==> src/rtl/eu_iqueue_mq_if.sv <==
//------------------------------------------------------------------------------
// eu_iqueue_mq_if
//   Dispatch/issue bus of the multi-bank execution-unit instruction queue,
//   together with the shared data-type package it depends on.
//
//   pkg_dtypes        : LOG2_NUM_EXEC_UNITS and the queue entry payload type.
//   eu_iqueue_mq_if   : dispatch side   dispatched_instr_i / _valid_i /
//                                       _alloc_euidx_i (per lane), is_full_o
//                       issue side      curr_instr_to_exec_o / _valid_o,
//                                       ready_for_next_instr_i
//   modport slave  : the queue itself.
//   modport master : the dispatcher/EU environment driving the queue.
//
// Revision: 1.0 - initial release
//------------------------------------------------------------------------------
`default_nettype none

package pkg_dtypes;
  localparam int LOG2_NUM_EXEC_UNITS = 2;
  typedef logic [31:0] type_iqueue_entry;
endpackage

interface eu_iqueue_mq_if #(
  parameter int NUM_PARALLEL_INSTR_DISPATCHES = 4
);
  import pkg_dtypes::*;

  type_iqueue_entry [NUM_PARALLEL_INSTR_DISPATCHES-1:0]                          dispatched_instr_i;
  logic             [NUM_PARALLEL_INSTR_DISPATCHES-1:0]                          dispatched_instr_valid_i;
  logic             [NUM_PARALLEL_INSTR_DISPATCHES-1:0][LOG2_NUM_EXEC_UNITS-1:0] dispatched_instr_alloc_euidx_i;
  logic                                                                          is_full_o;
  type_iqueue_entry                                                              curr_instr_to_exec_o;
  logic                                                                          curr_instr_to_exec_valid_o;
  logic                                                                          ready_for_next_instr_i;

  modport slave (
    input  dispatched_instr_i,
    input  dispatched_instr_valid_i,
    input  dispatched_instr_alloc_euidx_i,
    output is_full_o,
    output curr_instr_to_exec_o,
    output curr_instr_to_exec_valid_o,
    input  ready_for_next_instr_i
  );

  modport master (
    output dispatched_instr_i,
    output dispatched_instr_valid_i,
    output dispatched_instr_alloc_euidx_i,
    input  is_full_o,
    input  curr_instr_to_exec_o,
    input  curr_instr_to_exec_valid_o,
    output ready_for_next_instr_i
  );
endinterface

`default_nettype wire

==> src/rtl/eu_iqueue_mq.sv <==
//------------------------------------------------------------------------------
// eu_iqueue_mq
//   Multi-bank instruction queue for one execution unit. Dispatch lanes that
//   target EU_IDX are compacted and written round-robin into NUM_QUEUES FIFO
//   banks starting at wr_ptr; the EU reads round-robin from rd_ptr, so global
//   dispatch order is preserved. A dispatch is accepted all-or-nothing.
//
//   Ports
//     clk      : clock
//     reset    : synchronous active-high reset (same effect as flush_i)
//     flush_i  : drop all queued entries and any same-cycle dispatch
//     iq       : eu_iqueue_mq_if.slave dispatch/issue bus
//     occupancy_o (only with EU_IQUEUE_OCCUPANCY_EN) : registered entry count
//
//   Optional feature macro: EU_IQUEUE_OCCUPANCY_EN
//
// Revision: 1.0 - initial release
//------------------------------------------------------------------------------
`default_nettype none

module eu_iqueue_mq
  import pkg_dtypes::*;
#(
  parameter int                             LOG2_QUEUE_LENGTH             = 2,
  parameter int                             EU_LOG2_IQUEUE_NUM_QUEUES     = 2,
  parameter int                             NUM_PARALLEL_INSTR_DISPATCHES = 4,
  parameter logic [LOG2_NUM_EXEC_UNITS-1:0] EU_IDX                        = '0
) (
  input  wire logic           clk,
  input  wire logic           reset,
  input  wire logic           flush_i,
  eu_iqueue_mq_if.slave       iq
`ifdef EU_IQUEUE_OCCUPANCY_EN
  ,
  output logic [EU_LOG2_IQUEUE_NUM_QUEUES+LOG2_QUEUE_LENGTH:0] occupancy_o
`endif
);

  localparam int NQ  = 1 << EU_LOG2_IQUEUE_NUM_QUEUES;
  localparam int QL  = 1 << LOG2_QUEUE_LENGTH;
  localparam int NPD = NUM_PARALLEL_INSTR_DISPATCHES;
  localparam int PW  = EU_LOG2_IQUEUE_NUM_QUEUES;
  localparam int HW  = LOG2_QUEUE_LENGTH;
  localparam int CW  = LOG2_QUEUE_LENGTH + 1;

  // Each lane must land in a distinct bank within one cycle.
  if (NUM_PARALLEL_INSTR_DISPATCHES > NQ) begin : g_bad_cfg
    $error("eu_iqueue_mq: NUM_PARALLEL_INSTR_DISPATCHES must be <= NUM_QUEUES");
  end

  // State
  logic [PW-1:0]    wr_ptr_q, wr_ptr_d;
  logic [PW-1:0]    rd_ptr_q, rd_ptr_d;
  logic [HW-1:0]    head_q [NQ];
  logic [HW-1:0]    head_d [NQ];
  logic [HW-1:0]    tail_q [NQ];
  logic [HW-1:0]    tail_d [NQ];
  logic [CW-1:0]    cnt_q  [NQ];
  logic [CW-1:0]    cnt_d  [NQ];
  type_iqueue_entry mem_q  [NQ][QL];

  // Combinational
  type_iqueue_entry slot      [NPD];
  int               n_rel;
  logic             bank_hit;
  logic             kill;
  logic             accept;
  logic             push      [NQ];
  type_iqueue_entry push_data [NQ];
  logic             head_valid;
  logic             pop;

  // Compaction: the n-th relevant lane (ascending lane order) goes to slot n.
  always_comb begin
    n_rel = 0;
    for (int j = 0; j < NPD; j++) slot[j] = '0;
    for (int i = 0; i < NPD; i++) begin
      if (iq.dispatched_instr_valid_i[i] && (iq.dispatched_instr_alloc_euidx_i[i] == EU_IDX)) begin
        for (int j = 0; j < NPD; j++) begin
          if (j == n_rel) slot[j] = iq.dispatched_instr_i[i];
        end
        n_rel = n_rel + 1;
      end
    end
  end

  // Acceptance looks only at current-cycle counts: a same-cycle pop does not
  // make room for the dispatch.
  always_comb begin
    bank_hit = 1'b0;
    for (int j = 0; j < NPD; j++) begin
      if ((j < n_rel) && (cnt_q[wr_ptr_q + PW'(j)] == CW'(QL))) bank_hit = 1'b1;
    end
    kill         = reset | flush_i;
    accept       = (n_rel != 0) && !bank_hit && !kill;
    iq.is_full_o = (n_rel != 0) &&  bank_hit && !kill;
  end

  always_comb begin
    for (int b = 0; b < NQ; b++) begin
      push[b]      = 1'b0;
      push_data[b] = '0;
    end
    for (int j = 0; j < NPD; j++) begin
      if (accept && (j < n_rel)) begin
        push[wr_ptr_q + PW'(j)]      = 1'b1;
        push_data[wr_ptr_q + PW'(j)] = slot[j];
      end
    end
  end

  // Issue straight from storage of the bank under rd_ptr.
  always_comb begin
    head_valid                    = (cnt_q[rd_ptr_q] != '0);
    pop                           = iq.ready_for_next_instr_i && head_valid;
    iq.curr_instr_to_exec_valid_o = head_valid;
    iq.curr_instr_to_exec_o       = head_valid ? mem_q[rd_ptr_q][head_q[rd_ptr_q]] : '0;
  end

  always_comb begin
    logic pop_b;
    pop_b = 1'b0;
    for (int b = 0; b < NQ; b++) begin
      pop_b     = pop && (rd_ptr_q == PW'(b));
      head_d[b] = head_q[b] + HW'(pop_b);
      tail_d[b] = tail_q[b] + HW'(push[b]);
      cnt_d[b]  = cnt_q[b] + CW'(push[b]) - CW'(pop_b);
    end
    wr_ptr_d = accept ? (wr_ptr_q + PW'(n_rel)) : wr_ptr_q;
    rd_ptr_d = rd_ptr_q + PW'(pop);
    if (flush_i) begin
      for (int b = 0; b < NQ; b++) begin
        head_d[b] = '0;
        tail_d[b] = '0;
        cnt_d[b]  = '0;
      end
      wr_ptr_d = '0;
      rd_ptr_d = '0;
    end
  end

  always_ff @(posedge clk) begin
    if (reset) begin
      wr_ptr_q <= '0;
      rd_ptr_q <= '0;
      for (int b = 0; b < NQ; b++) begin
        head_q[b] <= '0;
        tail_q[b] <= '0;
        cnt_q[b]  <= '0;
      end
    end else begin
      wr_ptr_q <= wr_ptr_d;
      rd_ptr_q <= rd_ptr_d;
      for (int b = 0; b < NQ; b++) begin
        head_q[b] <= head_d[b];
        tail_q[b] <= tail_d[b];
        cnt_q[b]  <= cnt_d[b];
      end
    end
  end

  // Storage is not reset; push is already suppressed under reset/flush.
  always_ff @(posedge clk) begin
    for (int b = 0; b < NQ; b++) begin
      if (push[b]) mem_q[b][tail_q[b]] <= push_data[b];
    end
  end

`ifdef EU_IQUEUE_OCCUPANCY_EN
  localparam int OW = EU_LOG2_IQUEUE_NUM_QUEUES + LOG2_QUEUE_LENGTH + 1;
  logic [OW-1:0] occ_q, occ_d;

  always_comb begin
    occ_d = occ_q + (accept ? OW'(n_rel) : '0) - OW'(pop);
    if (flush_i) occ_d = '0;
  end

  always_ff @(posedge clk) begin
    if (reset) occ_q <= '0;
    else       occ_q <= occ_d;
  end

  assign occupancy_o = occ_q;
`endif

endmodule

`default_nettype wire
==> src/flat_wrapper.sv <==
// flat-port wrapper written by rule: the top's interface ports become plain ports
module eu_iqueue_mq_flat import pkg_dtypes::*;
#(
  parameter int                             LOG2_QUEUE_LENGTH             = 2,
  parameter int                             EU_LOG2_IQUEUE_NUM_QUEUES     = 2,
  parameter int                             NUM_PARALLEL_INSTR_DISPATCHES = 4,
  parameter logic [LOG2_NUM_EXEC_UNITS-1:0] EU_IDX                        = '0
)
  (clk, reset, flush_i, iq_dispatched_instr_i, iq_dispatched_instr_valid_i, iq_dispatched_instr_alloc_euidx_i, iq_is_full_o, iq_curr_instr_to_exec_o, iq_curr_instr_to_exec_valid_o, iq_ready_for_next_instr_i);
  eu_iqueue_mq_if #(.NUM_PARALLEL_INSTR_DISPATCHES(NUM_PARALLEL_INSTR_DISPATCHES)) iq_i ();
  input  wire logic clk;
  input  wire logic reset;
  input  wire logic flush_i;
  input wire logic [$bits(iq_i.dispatched_instr_i)-1:0] iq_dispatched_instr_i;
  input wire logic [$bits(iq_i.dispatched_instr_valid_i)-1:0] iq_dispatched_instr_valid_i;
  input wire logic [$bits(iq_i.dispatched_instr_alloc_euidx_i)-1:0] iq_dispatched_instr_alloc_euidx_i;
  output wire logic [$bits(iq_i.is_full_o)-1:0] iq_is_full_o;
  output wire logic [$bits(iq_i.curr_instr_to_exec_o)-1:0] iq_curr_instr_to_exec_o;
  output wire logic [$bits(iq_i.curr_instr_to_exec_valid_o)-1:0] iq_curr_instr_to_exec_valid_o;
  input wire logic [$bits(iq_i.ready_for_next_instr_i)-1:0] iq_ready_for_next_instr_i;
  assign iq_i.dispatched_instr_i = iq_dispatched_instr_i;
  assign iq_i.dispatched_instr_valid_i = iq_dispatched_instr_valid_i;
  assign iq_i.dispatched_instr_alloc_euidx_i = iq_dispatched_instr_alloc_euidx_i;
  assign iq_is_full_o = iq_i.is_full_o;
  assign iq_curr_instr_to_exec_o = iq_i.curr_instr_to_exec_o;
  assign iq_curr_instr_to_exec_valid_o = iq_i.curr_instr_to_exec_valid_o;
  assign iq_i.ready_for_next_instr_i = iq_ready_for_next_instr_i;
  eu_iqueue_mq #(.LOG2_QUEUE_LENGTH(LOG2_QUEUE_LENGTH), .EU_LOG2_IQUEUE_NUM_QUEUES(EU_LOG2_IQUEUE_NUM_QUEUES), .NUM_PARALLEL_INSTR_DISPATCHES(NUM_PARALLEL_INSTR_DISPATCHES), .EU_IDX(EU_IDX)) u_core (.clk(clk), .reset(reset), .flush_i(flush_i), .iq(iq_i));
endmodule
==> config.mk <==
export PLATFORM = sky130hd
export DESIGN_NAME = eu_iqueue_mq_flat
export DESIGN_NICKNAME = d
export VERILOG_FILES = /design/src/rtl/eu_iqueue_mq_if.sv /design/src/rtl/eu_iqueue_mq.sv /design/src/flat_wrapper.sv
export SDC_FILE = /design/constraint.sdc
export NUM_CORES = 1
export LEC_CHECK = 0
export CORE_MARGIN = 10
export CORE_UTILIZATION = 60
export DETAILED_ROUTE_END_ITERATION = 7
export PLACE_DENSITY_LB_ADDON = 0.05
export SYNTH_ARGS = -nofsm -noshare
export SYNTH_HDL_FRONTEND = slang
export SYNTH_SLANG_ARGS = --single-unit
==> constraint.sdc <==
create_clock -name clk -period 8.9 [get_ports clk]
set_clock_uncertainty 0.15 [all_clocks]
set_input_delay 0.89 -clock clk [delete_from_list [all_inputs] [get_ports clk]]
set_output_delay 0.89 -clock clk [all_outputs]
set_load 0.01 [all_outputs]
---- Word-level counts from Yosys, hierarchy flattened ----
Memory sizes are Yosys's and may differ from the RTL's. A register that Yosys moved wholly into a read port is not among the register bits.
Cells that the tools add are included.
storage, ports and cells
  bits in registers ....................... 4
  latch bits .............................. 0
  memory bits (writable) .................. 540
  bits in read-only memories .............. 0
  bits of input ports ..................... 144
  output and inout bits ................... 34
  logic and storage cells ................. 229
  memories ................................ 4
memories
  memory         words  width  read ports  clocked after Yosys merged registers in  wr ports  line                RTL
  u_core.mem_q   4      128    1           1                                        4         eu_iqueue_mq.sv:60  type_iqueue_entry mem_q [NQ][QL];
  u_core.cnt_q   4      3      9           2                                        4         eu_iqueue_mq.sv:58  logic [CW-1:0] cnt_q [NQ];
  u_core.head_q  4      2      5           1                                        4         eu_iqueue_mq.sv:54  logic [HW-1:0] head_q [NQ];
  u_core.tail_q  4      2      4           0                                        4         eu_iqueue_mq.sv:56  logic [HW-1:0] tail_q [NQ];
cells by class
  add/sub/neg operators ................... 24
  $mul .................................... 0
  divide/modulo/power cells ............... 0
  order comparisons ....................... 21
  eq/ne operators ......................... 16
  shift operators ......................... 0
  muxes and demuxes ....................... 94
  bitwise gates (word level) .............. 26
  reductions and logical operators ........ 42
operators with widths
  kind                   number
  $mux 128               11
  $mux 32                27
  $demux 32 s2           8
  $bwmux 128             3
  $and 128x128->128      1
  $eq 3x32->1 const A    4
  $logic_not 32->1       3
  $add 32x2->32 const B  2
  $bmux 32 s2            1
  $eq 2x32->1 const A    2
  $lt 3x32->1 const A    2
  $lt 1x32->1 const A    1
  $lt 2x32->1 const A    1
  $reduce_bool 32->1     1
  $logic_and 1x1->1      29
  $ge 3x3->1 const B     9
  $not 2->3              9
  $mux 2                 13
  $lt 3x1->1 const B     8
  $add 2x1->2            9
  $mux 1                 16
  $mux 4                 4
  $mux 8                 2
  $or 1x1->1             13
  other kinds (19)       44

---- Logic depth before layout (Yosys ltp) ----
Gate-level depths: netlist of run 1.
  depth after elaboration ................. 30
  depth in mapped cells ................... 21

---- Least setup slack after synthesis of run 1 ----
OpenSTA, ideal clock, no wires.
  path type ............................... input-to-reg
  from .................................... input iq_dispatched_instr_alloc_euidx_i[1]
  to ...................................... memory u_core.mem_q[0][32] in the netlist's numbering, enable pin
  setup time .............................. 0.468 ns
  arrival ................................. 6.614 ns
  data required time ...................... 8.282 ns
  path slack .............................. 1.668 ns
  cell stages on the path ................. 14
  path buffers ............................ 1
  cells stage by stage .................... nor3b_2 -> buf_2 -> inv_1 -> ha_1 -> xnor2_1 -> inv_1 -> ha_1 -> ha_1 -> nor4b_1 -> a41oi_4 -> or3_4 -> nor3_2 -> nor4_4 -> nor3b_1
RTL lines
  element             line                RTL
  start: declaration  flat_wrapper.sv:16  input wire logic [$bits(iq_i.dispatched_instr_alloc_euidx_i)-1:0] iq_dispatched_instr_alloc_euidx_i;
  end: declaration    eu_iqueue_mq.sv:60

==> results.yml, run 1 <==
drt:
  vias: 21835
  wire_per_inst_um: 34.5
  drc: 9
  final_antenna_net_count: 0
  finalWirelength_um: 98300
  via_per_inst: 7.67
  drtIter0Drc: 3956
  drt_pass1_iterations: 8
floorplanning:
  initial_core_util_pct: 60.9
  die-area_um2: 56500
  io_pins: 178
  row_count: 79
  coreArea_um2: 46700
  die-height_um: 238
  die_w_um: 238
cts:
  cts_sinks: 546
  cts.clk_slew.worst_paths_ns: 0.06
  htree_levels: 2
  post_cts_buffers: 0
  clockRootBuffer: "clkbuf_16"
  clock_latency_ns: 0.62
  cts_tree: "done"
  cts_hold_buf: 0
  numCtsBuffers: 55
  clockBufferDepth: 3
  cts_resized: 0
timing:
  relSlewSlack_pct: 15.2
  rsz0062_at_grt: "no"
  period_share_pct: 76.1
  fin_tns_setup_ns: 0
  worst_pin_slew_ns: 1.26
  timing.final.max_slew_violations: 0
  setup_viol: 0
  clock.fmax_mhz: 148
  fin_crit_ns: 6.77
  fin_hold_ws_ns: 0.379
  finalHoldViolations: 0
  finalWorstSetupSlack_ns: 2.13
global_route:
  grt_max_degree: 65
  overflow: 0
  antenna_found_initial: 0
  grt_pass1_wl_um: 144000
  grt_usage_pct: 34.3
  grt_pass1_vias: 21423
finish:
  area_growth_syn_to_layout_pct: 14.2
  diodes: 0
  layout.nets: 2369
  drive_above_1_share_pct: 15.3
worst_setup_path:
  critPathLaunchType: "input pin"
  cp.required_ns: 9.04
  crit_path_max_fanout: 20
  worstPathArrival_ns: 6.91
  criticalPathCategory: "input pin to flip-flop"
  end_kind: "flip-flop"
power:
  pwr-share-clk_pct: 42.8
  power_switching_share_pct: 22.3
  seq_power_share_pct: 50.3
  cellInternalPower_uw: 4310
  ir_drop_uv: 181
  p_sw_uw: 1240
  power-per-cell-area_nw_per_um2: 171
  p_comb_share_pct: 6.9
  power.total_uw: 5550
  p_leak_uw: 0.0104
placement:
  io_buffers: 177
  post-place-ws_ns: 1.62
  gp_congestion: 0.938
  dp_hpwl_um: 59400
logic_synthesis:
  synth-edff-count: 512
  synth.distinct_cells: 68
  syn_nets: 2282
  synth-main-ff-cell: "edfxtp_1"
  ys_ff_latch: 546
  avgSynthCellArea_um2: 13.5
  seq_area_frac_synth_pct: 56.5
  postSynthCellCount: 2106
  async_reset_ff_share_pct: 0
  mappedNetlistArea_um2: 28400
  ys_warn_count: 0
hold_path:
  hp-class: "flip-flop to flip-flop"
status:
  run_status: "finished with violations"
  violations: "design-rule violations"
job:
  cap_violations: 0
==> area by class of cell <==
| cell class | count | area (um2) |
|---|---|---|
| Tap cell | 607 | 759 |
| Clock buffer | 65 | 1440 |
| Clock inverter | 38 | 404 |
| Fill cell | 3244 | 14200 |
| Multi-Input combinational cell | 1321 | 11400 |
| Timing Repair Buffer | 237 | 2310 |
| Inverter | 32 | 120 |
| Sequential cell | 546 | 16100 |
==> cell usage after synthesis (30+ instances only) <==
cell type  number  area [um2]
mux4_2        132        2970
and3_1         69         432
buf_2          54         270
dfxtp_1        34         681
a21oi_1        71         355
nor2_1         54         203
a221o_1        32         320
clkbuf_1      108         405
a21boi_1       32         240
a211oi_1      194        1460
a31oi_1        65         407
o21ai_0        66         330
nand3_1       165         826
mux2i_1        34         340
nor2b_1        65         407
a222oi_1       96         961
nand2_1        78         293
inv_1          30         113
edfxtp_1      512       15400
==> registers in the layout, indices dropped and copies added (netlist names), named ones only <==
name             flops
u_core.rd_ptr_q      2
u_core.wr_ptr_q      2
u_core.head_q        8
u_core.mem_q       512
u_core.cnt_q        12
u_core.tail_q        8
==> metal layers <==
layer	global-route usage, %	share of wire, %	vias up	routed length, um
met5	0	0	-	0
met4	15.4	4.9	0	4860
met3	8.48	13	366	13200
met2	54.4	46	1931	45600
met1	44.3	35	10686	34600
li1	-	-	8852	-
==> power groups by stage <==
| stage | sequential [uW] | combinational, uW | clock (uW) |
|---|---|---|---|
| after floorplan | 2840 | 178 | 0 |
| after global placement | 2850 | 367 | 0 |
| after detailed placement | 2850 | 372 | 0 |
| after CTS | 2790 | 374 | 2380 |
| after global routing | 2790 | 401 | 2480 |
| final | 2790 | 383 | 2370 |
==> cell usage in the layout (no fill, tap or decap), types with 5 or more instances in the layout <==
cell type	instances
nand3_1	165
clkdlybuf4s50_1	177
clkinv_2	8
nor2b_1	65
nor3b_2	10
ha_1	28
clkbuf_16	56
a221o_1	32
and3_1	65
nand2_1	77
inv_1	30
a21oi_1	70
mux4_2	131
inv_6	7
nor3_1	5
clkbuf_1	9
edfxtp_1	512
a21boi_1	32
nor2_1	51
xnor2_1	20
a31oi_1	65
buf_4	53
bufinv_16	7
a21oi_4	9
clkinv_1	10
a211oi_1	194
nor3b_1	5
dfxtp_1	32
and2_1	21
o211a_1	5
mux2i_1	34
o21ai_0	66
buf_12	7
a222oi_1	96
==> cells by family (layout without fill, tap and decap cells) <==
| logic type | count (synthesis) | in the layout | synth area share [%] |
|---|---|---|---|
| mux | 166 | 166 | 11.7 |
| simple gates | 508 | 508 | 9.86 |
| xor+xnor | 20 | 20 | 0.616 |
| fa+ha+maj | 32 | 32 | 1.51 |
| buf+inv | 239 | 372 | 3.94 |
| flops | 546 | 546 | 56.5 |
| compound gates | 595 | 595 | 16.0 |
==> worst max-delay path, cell delays in order <==
cell             delay, ns
clkdlybuf4s50_1       0.42
nor3b_2               0.52
inv_1                 0.25
ha_1                  0.42
xnor2_1               0.41
inv_1                 0.12
ha_1                  0.22
ha_1                  0.29
nor4b_1               0.53
a41oi_4               0.12
a311oi_4              0.40
nand3_1               0.21
a21oi_4               0.61
nor2b_2               0.74
buf_4                 0.49
a222oi_1              0.23
==> stage by stage <==
step	cells	util [%]	instance area, um2
2_1_floorplan	2106	-	28400
3_3_place_gp	2743	65.7	30600
3_5_place_dp	2743	65.7	30600
4_1_cts	2846	69.6	32500
5_1_grt	2846	69.6	32500
6_report	2846	69.6	32500
==> worst paths after layout <==
check	start	endpoint	slack (ns)	cells past startpoint
worst min register to register	u_core.head_q[2][1]	u_core.head_q[2][1]	0.38	2
worst max register to register	u_core.rd_ptr_q[0]	u_core.cnt_q[0][2]	4.10	13
worst min-delay path	u_core.head_q[2][1]	u_core.head_q[2][1]	0.38	2
worst max-delay path	iq_dispatched_instr_alloc_euidx_i[3]	u_core.mem_q[1][124]	2.13	16
Note: power is estimated with default switching activity, not from simulation.
==> run 2, diff against run 1 <==
CORE_UTILIZATION = 54   (was 60)
clock period = 5.5 ns   (was 8.9 ns; I/O delays follow)
==> run 2 against run 1 <==
Register-to-register slack lost 2.8 ns. Highest routed layer unchanged. Largest power group unchanged. First-iteration DRC count increased by 15%. Flip-flop and latch count unchanged. Sequential power is 62% higher. Clock power increased by 66%. Critical endpoint is now iq_is_full_o. The flow still finishes with violations (design-rule violations). Largest cell class unchanged. Critical path depth did not move. Worst setup slack worse by 1.8 ns.
==> results.yml, run 2 (synthesis gave the netlist of run 1 again) <==
status:
  run_status: "finished with violations"
  violations: "design-rule violations"
timing:
  period_share_pct: 94.1
  fin_crit_ns: 5.18
  finalWorstSetupSlack_ns: 0.322
  clock.fmax_mhz: 193
  rsz0062_at_grt: "no"
  finalHoldViolations: 0
  worst_pin_slew_ns: 1.21
  timing.final.max_slew_violations: 0
  setup_viol: 0
  relSlewSlack_pct: 19.5
  fin_hold_ws_ns: 0.372
finish:
  final_common_cell: "edfxtp_1"
  most-common-layout-cells: "edfxtp_1, a211oi_1, clkdlybuf4s50_1, nand3_1, mux4_2"
  largest_register_ffs: 512
  layout.nets: 2471
  drive_above_1_share_pct: 19.0
  area_growth_syn_to_layout_pct: 19.2
  postLayoutCellArea_um2: 33900
  diodes: 0
power:
  power-per-cell-area_nw_per_um2: 269
  ir_drop_uv: 206
  p_leak_uw: 0.0110
global_route:
  grt_max_degree: 109
  antenna_found_initial: 2
  overflow: 0
  grt_usage_pct: 31.5
  grt_pass1_wl_um: 148000
  grt_pass1_vias: 22282
cts:
  cts_resized: 0
  htree_levels: 2
  clockBufferDepth: 3
  numCtsBuffers: 55
  cts_hold_buf: 0
  post_cts_buffers: 0
  cts_tree: "done"
  cts_sinks: 546
  clockRootBuffer: "clkbuf_16"
  cts.clk_slew.worst_paths_ns: 0.06
  clock_latency_ns: 0.62
worst_setup_path:
  cp.required_ns: 4.80
  criticalPathCategory: "input pin to primary output"
  end_kind: "primary output"
  critPathLaunchType: "input pin"
  crit_path_max_fanout: 6
  worstPathArrival_ns: 4.48
floorplanning:
  die-height_um: 249
  die_w_um: 249
  row_count: 84
  die-area_um2: 62200
  io_pins: 178
  coreArea_um2: 52300
  initial_core_util_pct: 54.3
drt:
  final_antenna_net_count: 0
  via_per_inst: 7.30
  drtIter0Drc: 4550
  vias: 22068
  wire_per_inst_um: 33.4
  finalWirelength_um: 101000
  drt_pass1_iterations: 8
  drc: 112
job:
  cap_violations: 0
placement:
  gp_congestion: 0.914
  dp_hpwl_um: 60700
  post-place-ws_ns: -0.102
  dpl_cell_area_um2: 32000
  io_buffers: 177
hold_path:
  hp-class: "flip-flop to flip-flop"
## run 2: path summary, 6_finish.rpt
path / endpoint / from / slack [ns] / cells after the start
max: iq_is_full_o / iq_dispatched_instr_valid_i[0] / 0.32 / 16
min: u_core.head_q[1][1] / u_core.head_q[1][1] / 0.37 / 2
max reg2reg: u_core.mem_q[3][46] / u_core.cnt_q[2][2] / 1.25 / 9
min reg2reg: u_core.head_q[1][1] / u_core.head_q[1][1] / 0.37 / 2
## run 2: area by class of cell
| type | instances | area, um2 |
|---|---|---|
| Tap cell | 688 | 861 |
| Fill cell | 3823 | 18500 |
| Timing Repair Buffer | 339 | 3500 |
| Inverter | 32 | 120 |
| Sequential cell | 546 | 16100 |
| Clock buffer | 62 | 1450 |
| Multi-Input combinational cell | 1321 | 11500 |
| Clock inverter | 36 | 428 |
## run 2: power breakdown
part / switching (uW) / leakage, uW / internal, uW / total [uW]
combinational: 365 / 0.00499 / 289 / 654
sequential: 8.44 / 0.00516 / 4510 / 4510
clock: 1630 / 0.000900 / 2310 / 3940
## run 2: metal layers
metal	vias up	track usage [%]	wire, um
li1	9049	-	-
met1	10759	40.9	37300
met2	1857	47.9	45000
met3	403	10.3	14000
met4	0	13.7	4760
met5	-	0.238	0
## run 2: per-stage QoR
step / total power (uW) / utilization, % / instances / setup TNS, ns
detailed placement: 5240 / 61.2 / 2926 / -3.60
finish: 9110 / 64.7 / 3024 / 0
floorplan: 4890 / - / 2106 / -23.95
global route: 9330 / 64.7 / 3024 / 0
CTS: 9120 / 64.7 / 3024 / 0
global placement: 5230 / 61.2 / 2926 / 0
## run 2: worst max-delay path, cell delays in order
cell             delay, ns
clkdlybuf4s50_1       0.47
nor3b_4               0.19
inv_1                 0.10
ha_1                  0.24
nor4b_1               0.43
o21bai_1              0.24
ha_1                  0.20
ha_1                  0.23
nor4b_1               0.33
buf_4                 0.18
a41oi_4               0.05
a21oi_1               0.24
a21oi_1               0.11
a21oi_1               0.17
o21a_1                0.18
clkdlybuf4s50_1       0.57
